**src/rtl/tetris_pkg.sv**
```systemverilog
// Shared types and defaults for the piece fall path.
// Holds the fall FSM state enum, clock rate and timer defaults.
package tetris_pkg;

   typedef enum logic [2:0] {
      IDLE,
      WAIT_TICK,
      CHECK,
      LOCK_WAIT,
      LOCK
   } fall_state_t;

   localparam int unsigned CLK_HZ          = 50_000_000;
   localparam int unsigned LOCK_CYCLES_DEF = CLK_HZ / 2;
   localparam int unsigned MAX_RESETS_DEF  = 15;

   // Counter width for a count range of n values, never below 1 bit.
   function automatic int unsigned cnt_w(input int unsigned n);
      return (n <= 1) ? 1 : $clog2(n);
   endfunction

endpackage

```
**src/rtl/lock_timer.sv**
```systemverilog
// Lock-delay down counter: load to CYCLES-1, decrement, zero flag.
// Ports: clk, rst_n, load, dec in; zero out (counter at 0).
module lock_timer
   import tetris_pkg::*;
#(
   parameter int unsigned CYCLES = LOCK_CYCLES_DEF
) (
   input  logic clk,
   input  logic rst_n,
   input  logic load,
   input  logic dec,
   output logic zero
);

   localparam int unsigned W = cnt_w(CYCLES);
   localparam logic [W-1:0] LOAD_VAL = W'(CYCLES - 1);

   logic [W-1:0] cnt_q;
   logic [W-1:0] cnt_d;

   always_comb begin
      cnt_d = cnt_q;
      if (load) begin
         cnt_d = LOAD_VAL;
      end else if (dec && (cnt_q != '0)) begin
         cnt_d = cnt_q - 1'b1;
      end
   end

   always_ff @(posedge clk or negedge rst_n) begin
      if (!rst_n) begin
         cnt_q <= '0;
      end else begin
         cnt_q <= cnt_d;
      end
   end

   assign zero = (cnt_q == '0);

endmodule

```
**src/rtl/piece_fall_ctrl.sv**
```systemverilog
// Gravity-tick consumer: fit handshake, one-row moves, lock delay.
// In: clk rst_n spawn_valid down_signal soft_drop_held piece_moved
//     fit_ack fit_ok [hard_drop with PIECE_FALL_HARD_DROP_EN].
// Out: fit_req move_down lock_piece gravity_restart busy drop_rows.
module piece_fall_ctrl
   import tetris_pkg::*;
#(
   parameter int unsigned LOCK_CYCLES = LOCK_CYCLES_DEF,
   parameter int unsigned MAX_RESETS  = MAX_RESETS_DEF,
   parameter int unsigned ROW_CNT_W   = 5
) (
   input  logic                 clk,
   input  logic                 rst_n,
   input  logic                 spawn_valid,
   input  logic                 down_signal,
   input  logic                 soft_drop_held,
   input  logic                 piece_moved,
   input  logic                 fit_ack,
   input  logic                 fit_ok,
`ifdef PIECE_FALL_HARD_DROP_EN
   input  logic                 hard_drop,
`endif
   output logic                 fit_req,
   output logic                 move_down,
   output logic                 lock_piece,
   output logic                 gravity_restart,
   output logic                 busy,
   output logic [ROW_CNT_W-1:0] drop_rows
);

   localparam int unsigned RW = cnt_w(MAX_RESETS + 1);
   localparam logic [RW-1:0] RST_MAX = RW'(MAX_RESETS);

   fall_state_t          state_q, state_d;
   logic                 fit_req_q, fit_req_d;
   logic                 move_down_q, move_down_d;
   logic                 lock_piece_q, lock_piece_d;
   logic                 grav_rst_q, grav_rst_d;
   logic                 busy_q, busy_d;
   logic                 hard_q, hard_d;
   logic [ROW_CNT_W-1:0] drop_rows_q, drop_rows_d;
   logic [RW-1:0]        rst_cnt_q, rst_cnt_d;

   logic t_load;
   logic t_dec;
   logic t_zero;
   logic ack;
   logic hard_go;

`ifdef PIECE_FALL_HARD_DROP_EN
   assign hard_go = hard_drop;
`else
   assign hard_go = 1'b0;
`endif

   assign ack = fit_ack & fit_req_q;

   lock_timer #(
      .CYCLES(LOCK_CYCLES)
   ) u_lock_timer (
      .clk  (clk),
      .rst_n(rst_n),
      .load (t_load),
      .dec  (t_dec),
      .zero (t_zero)
   );

   always_comb begin
      state_d      = state_q;
      fit_req_d    = fit_req_q;
      move_down_d  = 1'b0;
      lock_piece_d = 1'b0;
      grav_rst_d   = 1'b0;
      hard_d       = hard_q;
      drop_rows_d  = drop_rows_q;
      rst_cnt_d    = rst_cnt_q;
      t_load       = 1'b0;
      t_dec        = 1'b0;
      unique case (state_q)
         IDLE: begin
            fit_req_d   = 1'b0;
            hard_d      = 1'b0;
            drop_rows_d = '0;
            rst_cnt_d   = '0;
            if (spawn_valid) begin
               state_d    = WAIT_TICK;
               grav_rst_d = 1'b1;
            end
         end
         WAIT_TICK: begin
            fit_req_d = 1'b0;
            if (hard_go) begin
               state_d   = CHECK;
               fit_req_d = 1'b1;
               hard_d    = 1'b1;
            // down_signal is still high while our restart pulse is
            // in flight; that stale level must not start a new check.
            end else if (down_signal && !grav_rst_q) begin
               state_d   = CHECK;
               fit_req_d = 1'b1;
            end
         end
         CHECK: begin
            if (ack) begin
               fit_req_d = 1'b0;
               if (fit_ok) begin
                  move_down_d = 1'b1;
                  if ((soft_drop_held || hard_q)
                      && (drop_rows_q != '1)) begin
                     drop_rows_d = drop_rows_q + 1'b1;
                  end
                  if (hard_q) begin
                     fit_req_d = 1'b1;
                  end else begin
                     grav_rst_d = 1'b1;
                     state_d    = WAIT_TICK;
                  end
               end else if (hard_q) begin
                  lock_piece_d = 1'b1;
                  hard_d       = 1'b0;
                  state_d      = LOCK;
               end else begin
                  t_load  = 1'b1;
                  state_d = LOCK_WAIT;
               end
            end
         end
         LOCK_WAIT: begin
            if (hard_go) begin
               state_d   = CHECK;
               fit_req_d = 1'b1;
               hard_d    = 1'b1;
            end else if (piece_moved && (rst_cnt_q < RST_MAX)) begin
               rst_cnt_d = rst_cnt_q + 1'b1;
               fit_req_d = 1'b1;
               state_d   = CHECK;
            end else if (t_zero) begin
               lock_piece_d = 1'b1;
               state_d      = LOCK;
            end else begin
               t_dec = 1'b1;
            end
         end
         LOCK: begin
            state_d = IDLE;
         end
         default: begin
            state_d   = IDLE;
            fit_req_d = 1'b0;
         end
      endcase
      busy_d = (state_d != IDLE);
   end

   always_ff @(posedge clk or negedge rst_n) begin
      if (!rst_n) begin
         state_q      <= IDLE;
         fit_req_q    <= 1'b0;
         move_down_q  <= 1'b0;
         lock_piece_q <= 1'b0;
         grav_rst_q   <= 1'b0;
         busy_q       <= 1'b0;
         hard_q       <= 1'b0;
         drop_rows_q  <= '0;
         rst_cnt_q    <= '0;
      end else begin
         state_q      <= state_d;
         fit_req_q    <= fit_req_d;
         move_down_q  <= move_down_d;
         lock_piece_q <= lock_piece_d;
         grav_rst_q   <= grav_rst_d;
         busy_q       <= busy_d;
         hard_q       <= hard_d;
         drop_rows_q  <= drop_rows_d;
         rst_cnt_q    <= rst_cnt_d;
      end
   end

   assign fit_req         = fit_req_q;
   assign move_down       = move_down_q;
   assign lock_piece      = lock_piece_q;
   assign gravity_restart = grav_rst_q;
   assign busy            = busy_q;
   assign drop_rows       = drop_rows_q;

endmodule

```
**config.mk**
```make
export PLATFORM = sky130hd
export DESIGN_NAME = piece_fall_ctrl
export DESIGN_NICKNAME = d
export VERILOG_FILES = /design/src/rtl/tetris_pkg.sv /design/src/rtl/lock_timer.sv /design/src/rtl/piece_fall_ctrl.sv
export SDC_FILE = /design/constraint.sdc
export NUM_CORES = 1
export LEC_CHECK = 0
export CELL_PAD_IN_SITES_DETAIL_PLACEMENT = 1
export CELL_PAD_IN_SITES_GLOBAL_PLACEMENT = 1
export CORE_ASPECT_RATIO = 1.2
export CORE_UTILIZATION = 40
export CTS_BUF_LIST = sky130_fd_sc_hd__clkbuf_8 sky130_fd_sc_hd__clkbuf_16
export DETAILED_ROUTE_END_ITERATION = 16
export GPL_ROUTABILITY_DRIVEN = 0
export PLACE_DENSITY = 0.76
export SLEW_MARGIN = 0
export SYNTH_ARGS = -nofsm -noshare
export SYNTH_HDL_FRONTEND = slang
export SYNTH_SLANG_ARGS = --single-unit
```
**constraint.sdc**
```tcl
create_clock -name clk -period 5.07 [get_ports clk]
set_clock_uncertainty 0.05 [all_clocks]
set_input_delay 1.014 -clock clk [delete_from_list [all_inputs] [get_ports clk]]
set_output_delay 1.014 -clock clk [all_outputs]
set_load 0.05 [all_outputs]
```
=== Word-level counts from Yosys, hierarchy flattened ===
Index checks and enable logic that the tools add are counted.

* Logic and storage cells: 88
* Register bits: 43
* Output and inout port bits: 10

* Add/sub/neg operators: 3
* Eq/ne operators: 10
* Mux-type cells: 45
* Reductions and logical operators: 17
* Magnitude comparators: 1
* Bitwise gates (word level): 2

{| class="wikitable"
|+ Operators with widths
! operator !! count
|-
| 25-bit two-way mux || 2
|-
| 25-bit logical NOT || 1
|-
| 25-bit nonzero test || 1
|-
| 25-bit by 1-bit subtractor with 25-bit output, second input constant || 1
|-
| 1-bit two-way mux || 24
|-
| 3-bit two-way mux || 8
|-
| 5-bit two-way mux || 3
|-
| 3-bit case mux with 4 select lines || 1
|-
| 2-bit inequality test, second input constant || 5
|-
| 5-bit case mux with 2 select lines || 1
|-
| 4-bit case mux with 2 select lines || 1
|-
| 3-bit by 2-bit equality test with 1-bit output, second input constant || 2
|-
| 1-bit case mux with 2 select lines || 3
|-
| 3-bit AND reduction || 2
|-
| 2-bit nonzero test || 3
|-
| 5-bit by 1-bit adder with 5-bit output, second input constant || 1
|-
| 5-bit inequality test, second input constant || 1
|-
| 4-bit by 1-bit adder with 4-bit output, second input constant || 1
|-
| 1-bit logical AND || 4
|-
| 4-bit less-than comparator, second input constant || 1
|-
| 4-bit two-way mux || 1
|-
| 1-bit case mux with 4 select lines || 1
|-
| 4-bit AND reduction || 1
|-
| 3-bit by 1-bit equality test with 1-bit output, second input constant || 1
|-
| 8 further kinds || 8
|}

=== Longest topological paths before layout ===
Gate-level depths: netlist (run 1).

* Word-level depth: 7
* Mapped depth: 9

=== Hierarchy ===
A second synthesis (run 1) with hierarchy kept.

* Cell total of the unflattened synthesis: 249
* Area total of the unflattened synthesis: 2387.3 sq um

{| class="wikitable"
|+ Modules (own cells, without submodules)
! module !! area each (sq um) !! cells an instance !! sequential area each (sq um) !! times used
|-
| lock_timer || 1438.9 || 148 || 625.6 || 1
|-
| piece_fall_ctrl || 948.4 || 101 || 425.4 || 1
|}

=== Least setup slack after synthesis (run 1) ===
No wires, ideal clock.

* Path kind: reg-to-reg
* From: register u_lock_timer.cnt_q[11]
* To: register u_lock_timer.cnt_q[19]
* Path buffers: 2
* Data arrival time: 2.298 ns
* Stages on the path, launching flop included: 8
* Required time: 4.888 ns
* Clock period less this slack: 2.479 ns
* Setup slack: 2.591 ns
* Setup time: 0.132 ns
* Cell sequence: dfrtp_1 > or4_1 > buf_2 > or4_4 > buf_6 > nor3_4 > nor4_1 > or3b_1

* Word-level cells in the longest chain between the ends: 6
* Elaborated cells on any way between the ends: 10
* Those cells by class: add/sub (1); mux (5); reduce/logical (4)

{| class="wikitable"
|+ RTL lines
! item !! RTL line !! source
|-
| from (decl) || lock_timer.sv:18 || <nowiki>logic [W-1:0] cnt_q;</nowiki>
|-
| from (signal assigned) || lock_timer.sv:34 || <nowiki>cnt_q <= cnt_d;</nowiki>
|-
| parallel branches: the longest is 6 deep, another holds 25-bit by 1-bit subtractor with 25-bit output || -- ||
|}

Several ways; the timed one is not identified. The select of a mux whose other input is x is not followed.
A chain may end at the register's enable or synchronous reset.

=== Worst setup path after layout (run 1) ===
* From: register u_lock_timer.cnt_q[11]
* To: register u_lock_timer.cnt_q[11]

Same word-level chain as after synthesis.

==> flow_summary.yaml, run 1 <==
finish:
  finalNonFillerCells: 314
  areaGrowthSynthToFinish_pct: 11.8
  nFillCells: 619
  layout.nets: 263
  seqCellArea_sq_um: 1050
  antennaDiodeCount: 0
  drive_gt1_share_pct: 6.35
  fin_area_sq_um: 2530
  multi_input_area_sq_um: 1120
timing:
  finalCriticalPeriod_ps: 2820
  timing.final.crit_share_pct: 55.6
  fmax_mhz: 355
  drv_slew: 0
  grt_setup_unrepaired: "false"
  setup_ws_ps: 2250
  slew-limit-headroom_pct: 30.9
  hold_viol: 0
  hold_slack_ps: 431
  worstMarginPinSlew_ps: 1030
  setup_violations: 0
  tns_ps: 0
logic_synthesis:
  synth_nets: 252
  yosysWarnings: 0
  async_flop_share_pct: 100
  synthCells: 240
  synth_edf_count: 0
  syn_area_sq_um: 2260
  yosys_most_used_dff: "dfrtp_1"
  yosys_register_bits: 42
  syn_area_per_cell_sq_um: 9.42
  yosysSeqAreaShare_pct: 46.5
  ys_types: 47
job:
  maxCapViolCount: 0
route:
  vias: 1919
  viasPerCell: 6.11
  drt_wl_total_microns: 5210
  post-route-drc-count: 2
  drt_iter0_markers: 130
  drtPass1Iterations: 10
  detail-route-antenna-nets: 0
  wire_per_inst_microns: 16.6
global_route:
  grt_pass1_vias: 1920
  grt_pass1_wl_microns: 9080
  grt_max_degree: 43
  grt-ovfl-total: 0
  grt_usage_pct: 19.0
  antenna_found_initial: 0
place:
  dp.cells: 306
  placed_cell_area_sq_um: 2440
  place_ws_ps: 1970
  portBuffers: 17
  place_hpwl_microns: 3670
setup_path:
  cp_common_cell: "or4_1"
  timing.rr.end: "u_lock_timer.cnt_q[11]"
  required_ps: 5160
  r2r_slack_ps: 2250
  cp.buffers_inverters: 0
  cp_top_family: "simple AND/OR/NAND/NOR gates"
  crit_slowest_cell: "or4_1"
  worstPathCellList: "or4_1, or4_4, o31ai_4, or4_1, nand3_1"
  critPathMaxFanout: 17
  start_kind: "flip-flop"
  cp-end-kind: "flip-flop"
  reg2reg_from: "u_lock_timer.cnt_q[11]"
  rr_worst_depth: 5
  worstSetupStartpoint: "u_lock_timer.cnt_q[11]"
  slowest_delay_ps: 680
  arrival_ps: 2900
  path_class: "reg -> reg"
floorplan:
  die-area_sq_um: 5960
  rows: 29
  start_util_pct: 42.1
  die_h_microns: 84.4
  core_area_sq_um: 5370
  io_pins: 18
  die_x_microns: 70.6
clock_tree:
  cts_hold_buf: 0
  clk_latency_ps: 280
  cts_sinks: 42
  cts_resized: 0
  numCtsBuffers: 5
  cts.path.max_buffers: 2
  cts_tree: "built"
  path_clk_slew_ps: 80
  htree_levels: 2
  cts-root-buf: "clkbuf_8"
  post_cts_buffers: 0
pwr:
  p_per_area_nw_per_um2: 501
  irDropWorstVdd_v: 0.000175
  p_leak_nw: 1.04
hold_path:
  hp-start: "u_lock_timer.cnt_q[6]"
  min_path_cells: 1
  hp-class: "reg -> reg"
  min_to: "u_lock_timer.cnt_q[6]"
run_status:
  violations: "DRC"
  status: "finished with violations"
==> power breakdown <==
| group | total (mW) | leakage [nW] | switching [mW] | internal (mW) |
|---|---|---|---|---|
| Clock | 0.221 | 0.0524 | 0.113 | 0.108 |
| Combinational | 0.452 | 0.447 | 0.275 | 0.176 |
| Sequential | 0.595 | 0.540 | 0.145 | 0.450 |
==> registers in the layout (all words and copies together) (netlist names) <==
register	cells
u_lock_timer.cnt_q	25
drop_rows	5
rst_cnt_q	4
state_q	3
busy	1
fit_req	1
gravity_restart	1
lock_piece	1
move_down	1
==> cell families (layout without fill, tap and decap cells) <==
group                    after synthesis  count (layout)  synth area share (%)
AND/OR/NAND/NOR                      112             112                  27.4
multiplexers                           2               2                 0.885
XOR/XNOR                               7               7                  2.71
adder cells (fa/ha/maj)                4               4                  2.21
buffers and inverters                 18              30                  3.76
AO/OA/AOI/OAI                         55              55                  16.5
flip-flops                            42              42                  46.5
==> stage by stage <==
stage               util, %  total power [mW]
floorplan                 -             0.922
global placement       45.4              1.03
detailed placement     45.4              1.05
CTS                    47.1              1.28
global route           47.1              1.37
finish                 47.1              1.27
==> synth_stat cells, types with 2 or more instances <==
library cell	count	area share (%)
a211oi_1	2	0.66
a21oi_1	15	3.3
a31oi_1	3	0.83
and3_1	2	0.55
buf_6	2	1.0
clkbuf_1	8	1.3
dfrtp_1	42	46
ha_1	4	2.2
inv_1	5	0.83
mux2i_1	2	0.89
nand2_1	19	3.2
nand2b_1	6	1.7
nand3_1	18	4.0
nand4_1	2	0.55
nor2_1	17	2.8
nor3_1	8	1.8
nor4_1	5	1.4
o211ai_1	2	0.66
o21ai_0	11	2.4
o21ai_1	4	0.89
o31ai_1	9	3.0
or2_2	3	0.83
or3_1	12	3.3
or4_1	11	3.7
xor2_1	6	2.3
==> cells in the final DEF, fill, tap and decap left out, drive strengths merged, types with 3 or more instances in the layout <==
master,instances
dfrtp,42
nand2,19
nand3,18
nor2,17
clkdlybuf4s50,16
a21oi,15
o21ai,15
or3,12
or4,12
o31ai,10
nor3,9
inv,6
nand2b,6
xor2,6
clkbuf,6
nor4,5
ha,4
or2,3
a31oi,3
==> worst register-to-register path, cell delays in order, from the launching register on <==
cell and delay, ps:
dfrtp_1 400, or4_1 680, or4_4 610, o31ai_4 650, or4_1 220, nand3_1 70
==> final cells by class <==
| type | count | share of cell area [%] |
|---|---|---|
| sequential | 42 | 41.6 |
| inverter | 5 | 0.742 |
| clock inverter | 2 | 0.346 |
| tap | 62 | 3.07 |
| timing repair buffer | 17 | 6.53 |
| clock buffer | 6 | 3.27 |
| multi-input combinational | 180 | 44.5 |
==> how the worst max path moves through the flow <==
stage | to | cells after the start | slack (ps)
after CTS | u_lock_timer.cnt_q[11] | 5 | 2240
after global routing | u_lock_timer.cnt_q[19] | 5 | 2090
after detailed placement | u_lock_timer.cnt_q[19] | 5 | 1970
final | u_lock_timer.cnt_q[11] | 5 | 2250
after global placement | u_lock_timer.cnt_q[19] | 5 | 2050
after floorplan | u_lock_timer.cnt_q[19] | 7 | 2590
==> routing by layer <==
layer | share of wire [%] | GRT usage (%) | wire (microns)
met5 | 0 | 0 | 0
met4 | 1.3 | 6.36 | 70
met3 | 2.3 | 3.00 | 118
met2 | 53 | 34.6 | 2740
met1 | 44 | 22.8 | 2290
No activity file was read; power rests on OpenSTA's default activity.
==> run 2: changes to the inputs <==
==> constraint.sdc (replaced) <==
create_clock -name clk -period 2.9 [get_ports clk]
set_clock_uncertainty 0.05 [all_clocks]
set_input_delay 0.58 -clock clk [delete_from_list [all_inputs] [get_ports clk]]
set_output_delay 0.58 -clock clk [all_outputs]
set_load 0.05 [all_outputs]
==> flow_summary.yaml, run 2 (same netlist as run 1, synthesis figures left out) <==
timing:
  setup_violations: 0
  fmax_mhz: 396
  drv_slew: 0
  grt_setup_unrepaired: "false"
  worstMarginPinSlew_ps: 942
  tns_ps: 0
  hold_viol: 0
  slew-limit-headroom_pct: 37.2
  timing.final.crit_share_pct: 87.0
  finalCriticalPeriod_ps: 2520
global_route:
  grt_max_degree: 43
  grt_usage_pct: 20.8
  grt-ovfl-total: 0
  antenna_found_initial: 0
  grt_pass1_wl_microns: 9790
  grt_pass1_vias: 2042
clock_tree:
  cts-root-buf: "clkbuf_8"
  numCtsBuffers: 5
  clk_latency_ps: 290
  cts_tree: "built"
  post_cts_buffers: 0
  cts_hold_buf: 0
  htree_levels: 2
  cts.path.max_buffers: 2
  cts_resized: 0
  path_clk_slew_ps: 90
  cts_sinks: 42
route:
  drt_iter0_markers: 100
  viasPerCell: 6.12
  wire_per_inst_microns: 17.1
  vias: 1965
  post-route-drc-count: 3
  drt_wl_total_microns: 5500
  drtPass1Iterations: 10
  detail-route-antenna-nets: 0
setup_path:
  timing.rr.end: "u_lock_timer.cnt_q[2]"
  start_kind: "flip-flop"
  r2r_slack_ps: 380
  reg2reg_from: "u_lock_timer.cnt_q[0]"
  critPathMaxFanout: 8
  arrival_ps: 2640
  required_ps: 3020
  path_class: "reg -> reg"
  cp-end-kind: "flip-flop"
  rr_worst_depth: 7
finish:
  drive_gt1_share_pct: 8.88
  antennaDiodeCount: 0
  seqCellArea_sq_um: 1050
  areaGrowthSynthToFinish_pct: 15.0
  multi_input_area_sq_um: 1120
  layout.nets: 270
  nFillCells: 622
  layout_common_cells: "dfrtp_1 (42), nand2_1 (19), nand3_1 (18)"
  layout_commonest_cell: "dfrtp_1"
  largest-register: "u_lock_timer.cnt_q"
  largest_register_ff_count: 25
floorplan:
  die-area_sq_um: 5960
  start_util_pct: 42.1
  io_pins: 18
  die_h_microns: 84.4
  die_x_microns: 70.6
  rows: 29
  core_area_sq_um: 5370
pwr:
  irDropWorstVdd_v: 0.000353
  p_per_area_nw_per_um2: 900
  power.total_mw: 2.34
  p_leak_nw: 1.08
hold_path:
  hp-class: "in -> async"
place:
  portBuffers: 17
  place_hpwl_microns: 3900
job:
  maxCapViolCount: 0
run_status:
  violations: "DRC"
  status: "finished with violations"
## run 2: worst max-delay path by stage
stage | from | end | slack, ps | depth (start not counted)
floorplan | u_lock_timer.cnt_q[11] | u_lock_timer.cnt_q[19] | 420 | 7
global placement | fit_ack | drop_rows[3] | 400 | 5
detailed placement | fit_ack | drop_rows[3] | 360 | 5
CTS | u_lock_timer.cnt_q[0] | u_lock_timer.cnt_q[2] | 360 | 7
global route | u_lock_timer.cnt_q[0] | u_lock_timer.cnt_q[2] | 230 | 7
finish | u_lock_timer.cnt_q[0] | u_lock_timer.cnt_q[2] | 380 | 7
## run 2: worst max-delay path: stages (launching register included)
cell and delay, ps:
dfrtp_1 410, inv_1 90, ha_1 210, or3b_2 500, or2_2 380, o31a_1 410, a211oi_1 280, a31oi_1 70
## run 2: layout make-up
class | instances | area share, %
Clock inverter | 3 | 1.59
Timing Repair Buffer | 24 | 8.37
Clock buffer | 5 | 2.65
Inverter | 5 | 0.722
Sequential cell | 42 | 40.4
Tap cell | 62 | 2.98
Multi-Input combinational cell | 180 | 43.3
## run 2: power breakdown
part	switching, mW	leakage [nW]	internal [mW]
Clock	0.214	0.0556	0.254
Sequential	0.251	0.540	0.787
Combinational	0.495	0.481	0.339
Total	0.960	1.08	1.38
## run 2: routing by layer
metal  GRT usage, %  wire length, microns  vias to the layer above
li1               -                     -                      932
met1           24.7                  2310                      989
met2           37.3                  2920                       31
met3           3.24                   112                       13
met4           8.73                   154                        0
met5              0                     0                        -
## run 2: through the flow
stage | hold slack (ps) | cells | setup slack, ps | util (%) | area, sq um
after CTS | 417 | 321 | 364 | 48.4 | 2600
after detailed placement | 420 | 313 | 364 | 46.4 | 2490
after floorplan | 234 | 240 | 421 | - | 2260
final | 375 | 321 | 377 | 48.4 | 2600
after global routing | 451 | 321 | 226 | 48.4 | 2600
after global placement | 415 | 313 | 404 | 46.4 | 2490
==> run 3: changes to the inputs <==
--- a/config.mk
+++ b/config.mk
@@ -5,6 +5,7 @@
 export SDC_FILE = /design/constraint.sdc
 export NUM_CORES = 1
 export LEC_CHECK = 0
+export ABC_AREA = 1
 export CELL_PAD_IN_SITES_DETAIL_PLACEMENT = 1
 export CELL_PAD_IN_SITES_GLOBAL_PLACEMENT = 1
 export CORE_ASPECT_RATIO = 1.2
@@ -12,7 +13,8 @@
 export CTS_BUF_LIST = sky130_fd_sc_hd__clkbuf_8 sky130_fd_sc_hd__clkbuf_16
 export DETAILED_ROUTE_END_ITERATION = 16
 export GPL_ROUTABILITY_DRIVEN = 0
-export PLACE_DENSITY = 0.76
+export PLACE_DENSITY_LB_ADDON = 0.1
+export RECOVER_POWER = 50
 export SLEW_MARGIN = 0
 export SYNTH_ARGS = -nofsm -noshare
 export SYNTH_HDL_FRONTEND = slang
==> flow_summary.yaml, run 3 <==
logic_synthesis:
  synth-compound-area-share_pct: 3.94
  synth_top_area_share_pct: 40.3
  synthCells: 381
  synthXorXnorAreaFrac_pct: 1.68
  ys_top_cells_by_count: "nand2_1 (128), nand3_1 (62), nor2_1 (60)"
  async_flop_share_pct: 100
  yosysWarnings: 0
  synth_nets: 393
  syn_area_sq_um: 2610
  yosys_most_used_dff: "dfrtp_1"
  synth_area_leader_cell: "dfrtp_1"
  synthSimpleGateAreaFrac_pct: 45.5
  syn_area_per_cell_sq_um: 6.84
  synthTopCellsByArea: "dfrtp_1 (40%), nand2_1 (18%), nand3_1 (12%), nor2_1 (8.6%), inv_1 (4.3%)"
  yosys_register_bits: 42
  synth_top_family_by_area: "simple AND/OR/NAND/NOR gates"
  yosysSeqAreaShare_pct: 40.3
  synthMuxAreaShare_pct: 0
  yosys.area_share.adder_pct: 1.92
  synth_edf_count: 0
  yosysMostFrequentCell: "nand2_1"
  ys_types: 26
finish:
  largest_register_ff_count: 25
  drive_gt1_share_pct: 6.00
  final_util_pct: 47.9
  areaGrowthSynthToFinish_pct: 13.3
  layout.nets: 411
  layout_commonest_cell: "nand2_1"
  fin_area_sq_um: 2950
  largest-register: "u_lock_timer.cnt_q"
  finalNonFillerCells: 482
  antennaDiodeCount: 0
  layout_common_cells: "nand2_1 (128), nand3_1 (62), nor2_1 (60)"
timing:
  timing.final.crit_share_pct: 84.4
  fmax_mhz: 409
  tns_ps: 0
  finalCriticalPeriod_ps: 2450
  setup_violations: 0
  drv_slew: 0
  slew-limit-headroom_pct: 27.7
  hold_viol: 0
  worstMarginPinSlew_ps: 1080
  grt_setup_unrepaired: "false"
global_route:
  grt_pass1_wl_microns: 12100
  grt_usage_pct: 23.3
  antenna_found_initial: 0
  grt-ovfl-total: 0
  grt_pass1_vias: 2558
  grt_max_degree: 43
setup_path:
  slowest_delay_ps: 590
  cp.buffers_inverters: 2
  r2r_slack_ps: 450
  cp_num_cells: 9
  start_kind: "flip-flop"
  timing.rr.end: "u_lock_timer.cnt_q[18]"
  reg2reg_from: "u_lock_timer.cnt_q[0]"
  rr_worst_depth: 9
  cp_common_cell: "nand2_1"
  cp_top_family: "simple AND/OR/NAND/NOR gates"
  worstPathCellList: "inv_1, ha_1, inv_2, nor2_4, nand3_1, o21bai_4, nand2_4, nand2_1, nand2_1"
  cp-end-kind: "flip-flop"
  required_ps: 3060
  crit_end: "u_lock_timer.cnt_q[18]"
  path_class: "reg -> reg"
  worstSetupStartpoint: "u_lock_timer.cnt_q[0]"
  crit_slowest_cell: "o21bai_4"
  critPathMaxFanout: 26
  arrival_ps: 2600
pwr:
  power_switching_mw: 1.59
  p_clk_share_pct: 15.9
  p_leak_nw: 1.53
  power.total_mw: 3.14
  sequentialPowerShare_pct: 31.6
  pwr-share-comb_pct: 52.5
  p_per_area_nw_per_um2: 1060
  swShare_pct: 50.5
  internal-power_mw: 1.56
  irDropWorstVdd_v: 0.000582
route:
  viasPerCell: 5.24
  drtPass1Iterations: 4
  drt_iter0_markers: 93
  detail-route-antenna-nets: 0
  vias: 2527
  wire_per_inst_microns: 14.6
  post-route-drc-count: 0
  drt_wl_total_microns: 7050
job:
  maxCapViolCount: 0
run_status:
  status: "finished clean"
clock_tree:
  numCtsBuffers: 5
  cts_resized: 0
  cts-root-buf: "clkbuf_8"
  clk_latency_ps: 310
  post_cts_buffers: 0
  htree_levels: 2
  cts_hold_buf: 0
  cts_sinks: 42
  cts_tree: "built"
  path_clk_slew_ps: 90
  cts.path.max_buffers: 2
place:
  placed_cell_area_sq_um: 2840
  portBuffers: 17
  dp.cells: 474
  place_hpwl_microns: 5210
floorplan:
  io_pins: 18
  core_area_sq_um: 6170
  die-area_sq_um: 6840
  start_util_pct: 42.3
  rows: 31
  die_x_microns: 75.7
  die_h_microns: 90.4
hold_path:
  hp-class: "in -> async"
==> run 3: changes by cell type after synthesis, sizes merged, moves of 5 or more <==
cell	previous run	this run
or4	12	0
nor4	5	0
inv	5	34
o31ai	10	2
nor2	17	66
nand3	18	62
nor3	9	2
o21ai	15	7
a21oi	15	5
or3	12	0
nand2	19	130
clkbuf	9	0
nand2b	6	0
==> run 3: worst min-delay path by stage <==
| stage | startpoint | endpoint | slack (ps) | depth (start not counted) |
|---|---|---|---|---|
| final | rst_n | drop_rows[0] | 410 | 1 |
| after CTS | rst_n | u_lock_timer.cnt_q[11] | 410 | 1 |
| after global routing | u_lock_timer.cnt_q[0] | u_lock_timer.cnt_q[0] | 490 | 2 |
| after floorplan | rst_n | busy | 230 | 0 |
| after detailed placement | u_lock_timer.cnt_q[0] | u_lock_timer.cnt_q[0] | 440 | 2 |
| after global placement | u_lock_timer.cnt_q[24] | u_lock_timer.cnt_q[24] | 420 | 2 |
==> run 3: logic make-up (layout without fill, tap and decap cells) <==
family	count (synthesis)	after routing
buf+inv	41	60
flops	42	42
xor+xnor	5	5
simple gates	273	273
compound gates	16	16
fa+ha+maj	4	4
==> run 3: cell type report <==
type,instances,area (sq um)
clock buffer,5,68.8
clock inverter,3,48.8
fill,816,3210
inverter,34,128
multi-input combinational,298,1380
sequential,42,1050
tap,82,103
timing repair buffer,18,173
==> run 3: per-layer routing <==
metal,global-route usage (%),share of wire (%)
met4,7.87,1.3
met2,38.2,50
met3,2.68,2.1
met5,0,0
met1,31.3,47
==> run 3: power by group through the flow <==
stage | Combinational (mW) | Clock, mW | Sequential (mW)
after floorplan | 1.19 | 0 | 1.01
after global placement | 1.59 | 0 | 0.993
after detailed placement | 1.64 | 0 | 1.00
after CTS | 1.66 | 0.516 | 0.991
after global routing | 1.89 | 0.531 | 1.02
final | 1.65 | 0.499 | 0.993
==> run 3: worst reg2reg max path: stages, from the launching register on <==
cell      delay [ps]
dfrtp_1          390
inv_1            110
ha_1             270
inv_2             90
nor2_4           160
nand3_1          170
o21bai_4         590
nand2_4          310
nand2_1          150
nand2_1           60
==> run 3: stage by stage <==
step,setup WS [ps],hold WS [ps]
2_1_floorplan,1070,234
3_3_place_gp,547,423
3_5_place_dp,442,438
4_1_cts,424,411
5_1_grt,211,488
6_report,453,408
